## config.mk

```make
export PLATFORM = sky130hd
export DESIGN_NAME = note_scheduler_flat
export DESIGN_NICKNAME = d
export VERILOG_FILES = /design/src/rtl/note_scheduler_if.sv /design/src/rtl/note_scheduler.sv /design/src/flat_wrapper.sv
export SDC_FILE = /design/constraint.sdc
export NUM_CORES = 1
export LEC_CHECK = 0
export ABC_AREA = 0
export CAP_MARGIN = 20
export CELL_PAD_IN_SITES_DETAIL_PLACEMENT = 1
export CELL_PAD_IN_SITES_GLOBAL_PLACEMENT = 1
export CORE_ASPECT_RATIO = 0.5
export CORE_UTILIZATION = 31
export CTS_CLUSTER_SIZE = 8
export DETAILED_ROUTE_END_ITERATION = 16
export GPL_TIMING_DRIVEN = 0
export HOLD_SLACK_MARGIN = 0.02
export PLACE_DENSITY = 0.84
export SLEW_MARGIN = 10
export SYNTH_ARGS = -nofsm -noshare
export SYNTH_HDL_FRONTEND = slang
export SYNTH_SLANG_ARGS = --single-unit
```

## constraint.sdc

```tcl
create_clock -name clk -period 2.03 [get_ports clk]
set_input_delay 0.3045 -clock clk [delete_from_list [all_inputs] [get_ports clk]]
set_output_delay 0.3045 -clock clk [all_outputs]
set_load 0.02 [all_outputs]
```

## src/rtl/note_scheduler_if.sv

```systemverilog
// Chord handshake between song reader and scheduler,
// plus the voice control bus the scheduler drives.
interface note_scheduler_if #(
  parameter int DUR_WIDTH  = 6,
  parameter int NOTE_WIDTH = 6,
  parameter int META_WIDTH = 3
);
  logic                  play;
  logic                  beat;
  logic                  new_note;
  logic [1:0]            num_notes;
  logic [NOTE_WIDTH-1:0] note1;
  logic [NOTE_WIDTH-1:0] note2;
  logic [NOTE_WIDTH-1:0] note3;
  logic [NOTE_WIDTH-1:0] note4;
  logic [META_WIDTH-1:0] metadata1;
  logic [META_WIDTH-1:0] metadata2;
  logic [META_WIDTH-1:0] metadata3;
  logic [META_WIDTH-1:0] metadata4;
  logic [DUR_WIDTH-1:0]  duration;
  logic                  note_done;
  logic [3:0]            voice_load;
  logic [NOTE_WIDTH-1:0] voice_note0;
  logic [NOTE_WIDTH-1:0] voice_note1;
  logic [NOTE_WIDTH-1:0] voice_note2;
  logic [NOTE_WIDTH-1:0] voice_note3;
  logic [META_WIDTH-1:0] voice_meta0;
  logic [META_WIDTH-1:0] voice_meta1;
  logic [META_WIDTH-1:0] voice_meta2;
  logic [META_WIDTH-1:0] voice_meta3;
  logic [3:0]            voice_active;
  logic                  busy;

  modport master (
    output play, beat, new_note, num_notes,
    output note1, note2, note3, note4,
    output metadata1, metadata2, metadata3, metadata4,
    output duration,
    input  note_done, voice_load, voice_active, busy,
    input  voice_note0, voice_note1, voice_note2, voice_note3,
    input  voice_meta0, voice_meta1, voice_meta2, voice_meta3
  );

  modport slave (
    input  play, beat, new_note, num_notes,
    input  note1, note2, note3, note4,
    input  metadata1, metadata2, metadata3, metadata4,
    input  duration,
    output note_done, voice_load, voice_active, busy,
    output voice_note0, voice_note1, voice_note2, voice_note3,
    output voice_meta0, voice_meta1, voice_meta2, voice_meta3
  );
endinterface

```

## src/rtl/note_scheduler.sv

```systemverilog
// Chord sequencer: latches a chord, loads voices, counts
// the duration in beats, then releases and pulses note_done.
module note_scheduler #(
  parameter int DUR_WIDTH  = 6,
  parameter int NOTE_WIDTH = 6,
  parameter int META_WIDTH = 3
) (
  input logic              clk,
  input logic              reset,
  note_scheduler_if.slave  bus_if
);

  typedef enum logic [1:0] {
    IDLE,
    LOAD,
    HOLD,
    RELEASE
  } state_e;

  state_e                state_q;
  logic [DUR_WIDTH-1:0]  cnt_q;
  logic [DUR_WIDTH-1:0]  cnt_d;
  logic [DUR_WIDTH-1:0]  dur_q;
  logic [NOTE_WIDTH-1:0] note_q [4];
  logic [META_WIDTH-1:0] meta_q [4];
  logic [NOTE_WIDTH-1:0] in_note [4];
  logic [META_WIDTH-1:0] in_meta [4];
  logic [3:0]            sel_d;
  logic [3:0]            mask_d;
  logic [3:0]            load_q;
  logic [3:0]            active_q;
  logic                  done_q;
  logic                  busy_q;

  assign in_note[0] = bus_if.note1;
  assign in_note[1] = bus_if.note2;
  assign in_note[2] = bus_if.note3;
  assign in_note[3] = bus_if.note4;
  assign in_meta[0] = bus_if.metadata1;
  assign in_meta[1] = bus_if.metadata2;
  assign in_meta[2] = bus_if.metadata3;
  assign in_meta[3] = bus_if.metadata4;

  assign cnt_d = cnt_q + 1'b1;

  // sel: voices covered by num_notes; mask: those that are not rests
  always_comb begin
    sel_d  = '0;
    mask_d = '0;
    for (int i = 0; i < 4; i++) begin
      sel_d[i]  = (i <= int'(bus_if.num_notes));
      mask_d[i] = sel_d[i] && (in_note[i] != '0);
    end
  end

  always_ff @(posedge clk or negedge reset) begin
    if (!reset) begin
      state_q  <= IDLE;
      cnt_q    <= '0;
      dur_q    <= '0;
      load_q   <= '0;
      active_q <= '0;
      done_q   <= 1'b0;
      busy_q   <= 1'b0;
      for (int i = 0; i < 4; i++) begin
        note_q[i] <= '0;
        meta_q[i] <= '0;
      end
    end else begin
      unique case (state_q)
        IDLE: begin
          if (bus_if.new_note) begin
            for (int i = 0; i < 4; i++) begin
              note_q[i] <= sel_d[i] ? in_note[i] : '0;
              meta_q[i] <= sel_d[i] ? in_meta[i] : '0;
            end
            dur_q    <= bus_if.duration;
            load_q   <= mask_d;
            active_q <= mask_d;
            busy_q   <= 1'b1;
            state_q  <= LOAD;
          end
        end
        LOAD: begin
          load_q <= '0;
          cnt_q  <= '0;
          if (dur_q == '0) begin
            active_q <= '0;
            done_q   <= 1'b1;
            state_q  <= RELEASE;
          end else begin
            state_q  <= HOLD;
          end
        end
        HOLD: begin
          if (bus_if.beat && bus_if.play) begin
            cnt_q <= cnt_d;
            if (cnt_d == dur_q) begin
              active_q <= '0;
              done_q   <= 1'b1;
              state_q  <= RELEASE;
            end
          end
        end
        RELEASE: begin
          done_q  <= 1'b0;
          busy_q  <= 1'b0;
          state_q <= IDLE;
        end
        default: state_q <= IDLE;
      endcase
    end
  end

  assign bus_if.note_done    = done_q;
  assign bus_if.voice_load   = load_q;
  assign bus_if.voice_active = active_q;
  assign bus_if.busy         = busy_q;
  assign bus_if.voice_note0  = note_q[0];
  assign bus_if.voice_note1  = note_q[1];
  assign bus_if.voice_note2  = note_q[2];
  assign bus_if.voice_note3  = note_q[3];
  assign bus_if.voice_meta0  = meta_q[0];
  assign bus_if.voice_meta1  = meta_q[1];
  assign bus_if.voice_meta2  = meta_q[2];
  assign bus_if.voice_meta3  = meta_q[3];

endmodule

```

## src/flat_wrapper.sv

```systemverilog
// flat-port wrapper written by rule: the top's interface ports become plain ports
module note_scheduler_flat 
#(
  parameter int DUR_WIDTH  = 6,
  parameter int NOTE_WIDTH = 6,
  parameter int META_WIDTH = 3
)
  (clk, reset, bus_if_play, bus_if_beat, bus_if_new_note, bus_if_num_notes, bus_if_note1, bus_if_note2, bus_if_note3, bus_if_note4, bus_if_metadata1, bus_if_metadata2, bus_if_metadata3, bus_if_metadata4, bus_if_duration, bus_if_note_done, bus_if_voice_load, bus_if_voice_active, bus_if_busy, bus_if_voice_note0, bus_if_voice_note1, bus_if_voice_note2, bus_if_voice_note3, bus_if_voice_meta0, bus_if_voice_meta1, bus_if_voice_meta2, bus_if_voice_meta3);
  note_scheduler_if #(.DUR_WIDTH(DUR_WIDTH), .NOTE_WIDTH(NOTE_WIDTH), .META_WIDTH(META_WIDTH)) bus_if_i ();
  input logic clk;
  input logic reset;
  input wire logic [$bits(bus_if_i.play)-1:0] bus_if_play;
  input wire logic [$bits(bus_if_i.beat)-1:0] bus_if_beat;
  input wire logic [$bits(bus_if_i.new_note)-1:0] bus_if_new_note;
  input wire logic [$bits(bus_if_i.num_notes)-1:0] bus_if_num_notes;
  input wire logic [$bits(bus_if_i.note1)-1:0] bus_if_note1;
  input wire logic [$bits(bus_if_i.note2)-1:0] bus_if_note2;
  input wire logic [$bits(bus_if_i.note3)-1:0] bus_if_note3;
  input wire logic [$bits(bus_if_i.note4)-1:0] bus_if_note4;
  input wire logic [$bits(bus_if_i.metadata1)-1:0] bus_if_metadata1;
  input wire logic [$bits(bus_if_i.metadata2)-1:0] bus_if_metadata2;
  input wire logic [$bits(bus_if_i.metadata3)-1:0] bus_if_metadata3;
  input wire logic [$bits(bus_if_i.metadata4)-1:0] bus_if_metadata4;
  input wire logic [$bits(bus_if_i.duration)-1:0] bus_if_duration;
  output wire logic [$bits(bus_if_i.note_done)-1:0] bus_if_note_done;
  output wire logic [$bits(bus_if_i.voice_load)-1:0] bus_if_voice_load;
  output wire logic [$bits(bus_if_i.voice_active)-1:0] bus_if_voice_active;
  output wire logic [$bits(bus_if_i.busy)-1:0] bus_if_busy;
  output wire logic [$bits(bus_if_i.voice_note0)-1:0] bus_if_voice_note0;
  output wire logic [$bits(bus_if_i.voice_note1)-1:0] bus_if_voice_note1;
  output wire logic [$bits(bus_if_i.voice_note2)-1:0] bus_if_voice_note2;
  output wire logic [$bits(bus_if_i.voice_note3)-1:0] bus_if_voice_note3;
  output wire logic [$bits(bus_if_i.voice_meta0)-1:0] bus_if_voice_meta0;
  output wire logic [$bits(bus_if_i.voice_meta1)-1:0] bus_if_voice_meta1;
  output wire logic [$bits(bus_if_i.voice_meta2)-1:0] bus_if_voice_meta2;
  output wire logic [$bits(bus_if_i.voice_meta3)-1:0] bus_if_voice_meta3;
  assign bus_if_i.play = bus_if_play;
  assign bus_if_i.beat = bus_if_beat;
  assign bus_if_i.new_note = bus_if_new_note;
  assign bus_if_i.num_notes = bus_if_num_notes;
  assign bus_if_i.note1 = bus_if_note1;
  assign bus_if_i.note2 = bus_if_note2;
  assign bus_if_i.note3 = bus_if_note3;
  assign bus_if_i.note4 = bus_if_note4;
  assign bus_if_i.metadata1 = bus_if_metadata1;
  assign bus_if_i.metadata2 = bus_if_metadata2;
  assign bus_if_i.metadata3 = bus_if_metadata3;
  assign bus_if_i.metadata4 = bus_if_metadata4;
  assign bus_if_i.duration = bus_if_duration;
  assign bus_if_note_done = bus_if_i.note_done;
  assign bus_if_voice_load = bus_if_i.voice_load;
  assign bus_if_voice_active = bus_if_i.voice_active;
  assign bus_if_busy = bus_if_i.busy;
  assign bus_if_voice_note0 = bus_if_i.voice_note0;
  assign bus_if_voice_note1 = bus_if_i.voice_note1;
  assign bus_if_voice_note2 = bus_if_i.voice_note2;
  assign bus_if_voice_note3 = bus_if_i.voice_note3;
  assign bus_if_voice_meta0 = bus_if_i.voice_meta0;
  assign bus_if_voice_meta1 = bus_if_i.voice_meta1;
  assign bus_if_voice_meta2 = bus_if_i.voice_meta2;
  assign bus_if_voice_meta3 = bus_if_i.voice_meta3;
  note_scheduler #(.DUR_WIDTH(DUR_WIDTH), .NOTE_WIDTH(NOTE_WIDTH), .META_WIDTH(META_WIDTH)) u_core (.clk(clk), .reset(reset), .bus_if(bus_if_i));
endmodule
```

==> results.md <==
- Status: complete, but fails checks
- Failing checks: setup timing
- Worst Max-Slew Pin Slew: around 0.78 ns
- Num CTS Buffers: 9
- Placeable Area: slightly above 8000 um2
- Routed wire per std cell: 20.4 um
- Antenna fix cells: 0
- Die extent in x: 135 um
- Max Fclk: 475 MHz
- Row count: 23
- Global Route Usage Sum: 21.2%
- Hold violation count in the final report: 0
- Pleak: 1.84 nW
- Nets: 403
- IO buf count: 93
- Seq/Total Area, Yosys: between 50% and 60%
- Placer Congestion: between 0.8 and 0.9
- Post-Synthesis Cells: 233
- Post-placement cell area: 3820 um2
- Post-synth EDFFs: 0
- Period utilisation layout: 104%
- Skew-Pair Late Insertion Delay: roughly 0.33 ns
- Clock Pin Slew Worst Setup and Hold Paths: 0.06 ns
- Commonest non-fill, non-tap cell in the layout: clkdlybuf4s50_1
- Async S/R FF share, synth: 100%
- Kind of critical path: reg2reg
- Internal power: 4.44 mW
- Clock power frac: between 20% and 30%
- Final WL: 9520 um
- DRC Markers: 0
- Synthesized Nets: 287
- CTS Sinks: 60
- Cell area after synthesis: 2740 um2
- Finished Layout Cells: 466
- CTS Buffer Depth: 2
- Vias in the first global route: 2596
- Number of fill cells: just under 900
- TritonRoute pass-1 iters: 4
- Clock Skews: 0.0121 ns
- Crit start category: register
- Root buffer cell: clkbuf_16
- Ys flop type: dfrtp_1
- IO Pins: 95
- Post-Syn Area per Cell: 11.8 um2
- Drt via density: ~5.2
- Placed cell count: 438
- Final setup violation count: 11
- Switching share of power: 39.0%
- YS warnings: 0
- Area grow syn2layout: 58.2%
- Worst Reg2Reg Path Length in Cells: 6
- Critical path required time: 2.23 ns
- Hold WC Path Type: in2async
- H-tree depth: 3
- Slew margin rel.: 48.2%
- First-pass GRT wire length: 14200 um
- Number of library cell types mapped by synthesis: 44
- PnR worst setup slack: -0.0738 ns
- Initial drt markers: 119
- Final cell utilization of the core: between 50% and 60%
- Max cap viols: 0
- CTS tree: yes
- Setup slack at placement: -0.425 ns
- Pwr dens: 1680 nW/um2
- Flops & latches, synth: 60
- Initial antenna violation count: 0
- Max-slew violation count: 0
- Worst Setup End Kind: register
- Switching power: 2.84 mW
- Final instance area: 4340 um2
- Post-DP HPWL: 6140 um
- Die ar.: 9250 um2
- CP arrival: between 2 and 2.5 ns
- Vias: 2405
- Die height: approximately 69 um
- Multi-input logic area: 1280 um2
- Fraction of layout cells with a size suffix above 1: between 20% and 30%
- Largest net degree at the start of global routing: 61
- Final Total Pwr: 7.28 mW
- Most frequent cells in the layout: clkdlybuf4s50_1, dfrtp_1, a22o_1
- Starting density of the core: 33.1%
- Peak VDD IR: 0.572 mV
- Final ANT Viol Nets: 0
- Seq pwr share: 29.8%
- FF/Latch Area: 1510 um2
- GR Overflow Total: 0
- Comb power frac: 49.2%
- Final period demand of the worst path: between 2 and 2.5 ns
- RSZ-0062 raised after global routing: true
- Critical path fanouts, max: 5
==> flip-flops by register name, indices dropped and copies added, names as in the netlist, 2 cells and up <==
name and count:
u_core.bus_if.voice_load 4, u_core.bus_if.voice_note2 6, u_core.bus_if.voice_note1 6, u_core.bus_if.voice_active 4
u_core.bus_if.voice_note3 6, u_core.bus_if.voice_note0 6, u_core.bus_if.voice_meta0 3, u_core.cnt_q 6
u_core.bus_if.voice_meta3 3, u_core.state_q 2, u_core.dur_q 6, u_core.bus_if.voice_meta1 3
u_core.bus_if.voice_meta2 3
==> cell families after synthesis <==
group | share of synthesized area (%)
AO/OA/AOI/OAI | 19.9
XOR/XNOR | 3.83
adder cells (fa/ha/maj) | 2.28
buffers and inverters | 2.64
flip-flops | 54.7
multiplexers | 6.98
AND/OR/NAND/NOR | 9.62
==> critical path: stages (launching register included) <==
cell	delay [ns]
dfrtp_1	0.41
xnor2_1	0.16
or3_4	0.35
a2111oi_4	0.45
a21boi_4	0.15
nor2_2	0.14
mux2_4	0.31
==> stage by stage <==
| stage | hold WS [ns] | setup TNS (ns) |
|---|---|---|
| floorplan | 0.00891 | 0 |
| global placement | 0.465 | -70.53 |
| detailed placement | 0.427 | -1.95 |
| CTS | 0.0736 | -0.113 |
| global route | 0.119 | -2.19 |
| finish | 0.0352 | -0.343 |
==> per-layer routing <==
metal	track usage [%]	wire length [um]
met2	41.4	5220
met3	5.77	344
met4	7.87	202
met5	0	0
met1	22.7	3750
==> power groups by stage <==
stage | sequential [mW] | combinational, mW | clock (mW)
after floorplan | 2.57 | 1.27 | 0
after global placement | 2.09 | 3.00 | 0
after detailed placement | 2.12 | 3.15 | 0
after CTS | 2.16 | 3.38 | 1.56
after global routing | 2.22 | 3.79 | 1.61
final | 2.17 | 3.58 | 1.53
==> layout make-up <==
type / instances / share of cell area [%]
Multi-Input combinational cell: 156 / 29.5
Clock buffer: 12 / 5.68
Sequential cell: 60 / 34.7
Tap cell: 112 / 3.23
Buffer: 10 / 1.12
Timing Repair Buffer: 105 / 24.0
Inverter: 7 / 0.605
Clock inverter: 4 / 1.12
==> what timing repair did <==
action	CTS	global route
gates cloned	0	0
buffers inserted	6	6
gates resized for setup	18	17
endpoints found under the setup margin	21	27
pin swaps	5	6
hold buffers	0	0
==> final timing paths <==
path / slack (ns) / to / start
max: -0.07 / u_core.state_q[1] / u_core.cnt_q[5]
min: 0.04 / u_core.bus_if.voice_note1[0] / reset
max reg2reg: -0.07 / u_core.state_q[1] / u_core.cnt_q[5]
min reg2reg: 0.50 / u_core.bus_if.voice_note2[3] / u_core.bus_if.voice_note2[3]
max in group asynchronous: 1.40 / u_core.cnt_q[0] / reset
min in group clk: 0.50 / u_core.bus_if.voice_note2[3] / u_core.bus_if.voice_note2[3]
==> synth_stat cells, types with 2 or more instances <==
| cell type | count | area (um2) |
|---|---|---|
| mux2_2 | 16 | 180 |
| dfrtp_1 | 60 | 1500 |
| clkbuf_1 | 8 | 30.0 |
| o21ai_0 | 18 | 90.1 |
| nand2_1 | 24 | 90.1 |
| nand3_1 | 2 | 10.0 |
| a22o_1 | 26 | 228 |
| o22ai_1 | 4 | 25.0 |
| nor3_1 | 3 | 15.0 |
| xnor2_1 | 6 | 52.6 |
| o21ai_1 | 2 | 10.0 |
| inv_1 | 7 | 26.3 |
| nor2_1 | 10 | 37.5 |
| nand2b_1 | 2 | 12.5 |
| xor2_1 | 6 | 52.6 |
| o41ai_2 | 2 | 32.5 |
| ha_1 | 5 | 62.6 |
| or4_1 | 4 | 30.0 |
| o31ai_1 | 3 | 22.5 |
(Power assumes the default switching activity.)
==> variant: new RTL, same flow settings <==
The 4 states of `state_e` get a one-hot encoding in 4 bits.
--- a/src/rtl/note_scheduler.sv
+++ b/src/rtl/note_scheduler.sv
@@ -10,11 +10,11 @@
   note_scheduler_if.slave  bus_if
 );
 
-  typedef enum logic [1:0] {
-    IDLE,
-    LOAD,
-    HOLD,
-    RELEASE
+  typedef enum logic [3:0] {
+    IDLE    = 4'b0001,
+    LOAD    = 4'b0010,
+    HOLD    = 4'b0100,
+    RELEASE = 4'b1000
   } state_e;
 
   state_e                state_q;
Check against the original RTL: same outputs for any inputs over 10 cycles, from zero or initial values and one cycle with reset low; not proved beyond that.
==> variant against the original RTL <==
  * Wire length decreased by 5.9%
  * Fmax increased by 6.2%
  * Area after synthesis increased by 1.0%
  * Worst setup slack improved by 0.12 ns
  * Total power decreased by 6.8%
  * Sequential cell count increased by 2
  * Design area increased by 1.4%
  * Combinational power decreased by 13%
  * Highest routed layer unchanged
==> variant: results (changes against the original RTL) <==
- Status: complete, no violations
- Worst vdd rail ir drop: 631 uV (+10%)
- Synth cell count leaders: nand2_1 (112), dfrtp_1 (61), nand3_1 (26)
- Crit path DAT: 2.25 ns (-0.06 ns)
- Detailed Route WL: 8950 um (-5.9%)
- Nets: 471 (+17%)
- Met1 WL: 3890 um (+3.6%)
- Crit-path max cell delay: 0.56 ns (+0.11 ns)
- Drt first-iter violations: 85 (-29%)
- Port Buffers: 94 (+1.1%)
- Post-Place Cells: 514 (+17%)
- HPWL Detailed: 6230 um (+1.5%)
- Post-placement cell area: 3870 sq um (+1.3%)
- Worst min path class: reg -> reg
- Synth cell types: 40 (-9.1%)
- Sequential share of the synthesized area: 56.0% (+1.3 points)
- Vias in the first global route: 2756 (+6.2%)
- Final setup skew: 0.00260 ns (-0.00948 ns)
- Syn Area/Cell: 9.03 sq um (-23%)
- GRT Total Usage: 20.8% (-0.40 points)
- Met3 wire len: 284 um (-17%)
- Hold depth: 2
- Largest net degree at the start of global routing: 33 (-46%)
- Routed wl met2: 4610 um (-12%)
- Measured slew at the worst slew-check pin: 0.597 ns (-0.180 ns)
- FF-to-FF Start: u_core.dur_q[1]
- Vias: 2600 (+8.1%)
- DR vias/cell: 4.83 (-6.4%)
- Leakage: 2.02 nW (+9.9%)
- Max FO, Critical Path: 4 (-1)
- Worst-path cell with the longest stage delay: or4_4
- Reg-to-Reg End: u_core.bus_if.note_done
- Synth top area cells: dfrtp_1 (55%), nand2_1 (15%), nand3_1 (4.7%)
- First-pass GRT wire length: 14300 um (+0.54%)
- Pre-CTS WS: -0.316 ns (+0.108 ns)
[variant: changes by cell type in the layout (fill, tap and decap cells not counted), sizes merged, moves of 3 or more]
cell | before | now
nand2 | 25 | 112
a22o | 27 | 1
nand3 | 3 | 26
mux2 | 17 | 0
nor3 | 3 | 10
o21ai | 20 | 14
a21o | 0 | 4
ha | 5 | 1
and3 | 0 | 3
buf | 16 | 19
o31ai | 4 | 1
[variant: per-layer routing]
| metal | GRT usage (%) | up-vias |
|---|---|---|
| met5 | 0 | - |
| met4 | 9.27 | 0 |
| met3 | 6.21 | 16 |
| met2 | 35.8 | 44 |
| met1 | 24.7 | 1275 |
| li1 | - | 1265 |
[variant: worst max path at each step]
stage,start,to,slack (ns)
finish,u_core.dur_q[1],u_core.bus_if.note_done,0.05
global route,u_core.dur_q[1],u_core.bus_if.voice_active[2],-0.06
CTS,u_core.cnt_q[1],u_core.bus_if.voice_active[1],0.003
detailed placement,bus_if_new_note,u_core.bus_if.voice_note3[5],-0.32
global placement,reset,u_core.bus_if.busy,-1.50
floorplan,u_core.cnt_q[0],u_core.bus_if.voice_active[0],0.02
[variant: timing repair]
action | 4_1_cts | 5_1_grt
gates resized for setup | 24 | 7
setup buffers | 5 | 5
pin swaps | 6 | 6
setup endpoints to repair | 53 | 17
endpoints found under the hold margin | 31 | 0
hold buffers | 1 | 0
[variant: worst reg2reg max path, stage by stage, from the launching register on]
cell and delay, ns:
dfrtp_1 0.41, or4_4 0.56, o31ai_4 0.30, buf_4 0.19, nand3_2 0.07, o31a_1 0.30
a21oi_2 0.09
[variant: through the flow]
stage / TNS [ns] / hold slack, ns / utilization, %
floorplan: 0 / 0.00891 / -
global placement: -101.72 / 0.450 / 46.3
detailed placement: -9.94 / 0.281 / 46.5
CTS: 0 / 0.467 / 52.1
global route: -0.109 / 0.494 / 52.9
finish: 0 / 0.470 / 52.9
[variant: layout make-up]
class / instances / area (sq um)
plain buffers: 12 / 61.3
multi-input cells: 225 / 1270
flip-flops and latches: 62 / 1550
repair buffers: 106 / 1050
fillers: 941 / 3920
well taps: 112 / 140
clock buffers: 14 / 294
inverters: 5 / 18.8
clock inverters: 2 / 12.5
[variant: power by group]
group	total (mW)	internal, mW	switching (mW)
combinational	3.13	1.40	1.73
sequential	2.10	1.74	0.366
clock	1.55	0.990	0.556
[variant: cells by family (layout without fill, tap and decap cells)]
kind of cell,Yosys count,after routing,synth area share [%]
AO/OA/AOI/OAI,32,32,7.76
AND/OR/NAND/NOR,180,180,29.0
buffers and inverters,20,139,3.02
adder cells (fa/ha/maj),1,1,0.451
flip-flops,62,62,56.0
XOR/XNOR,12,12,3.79
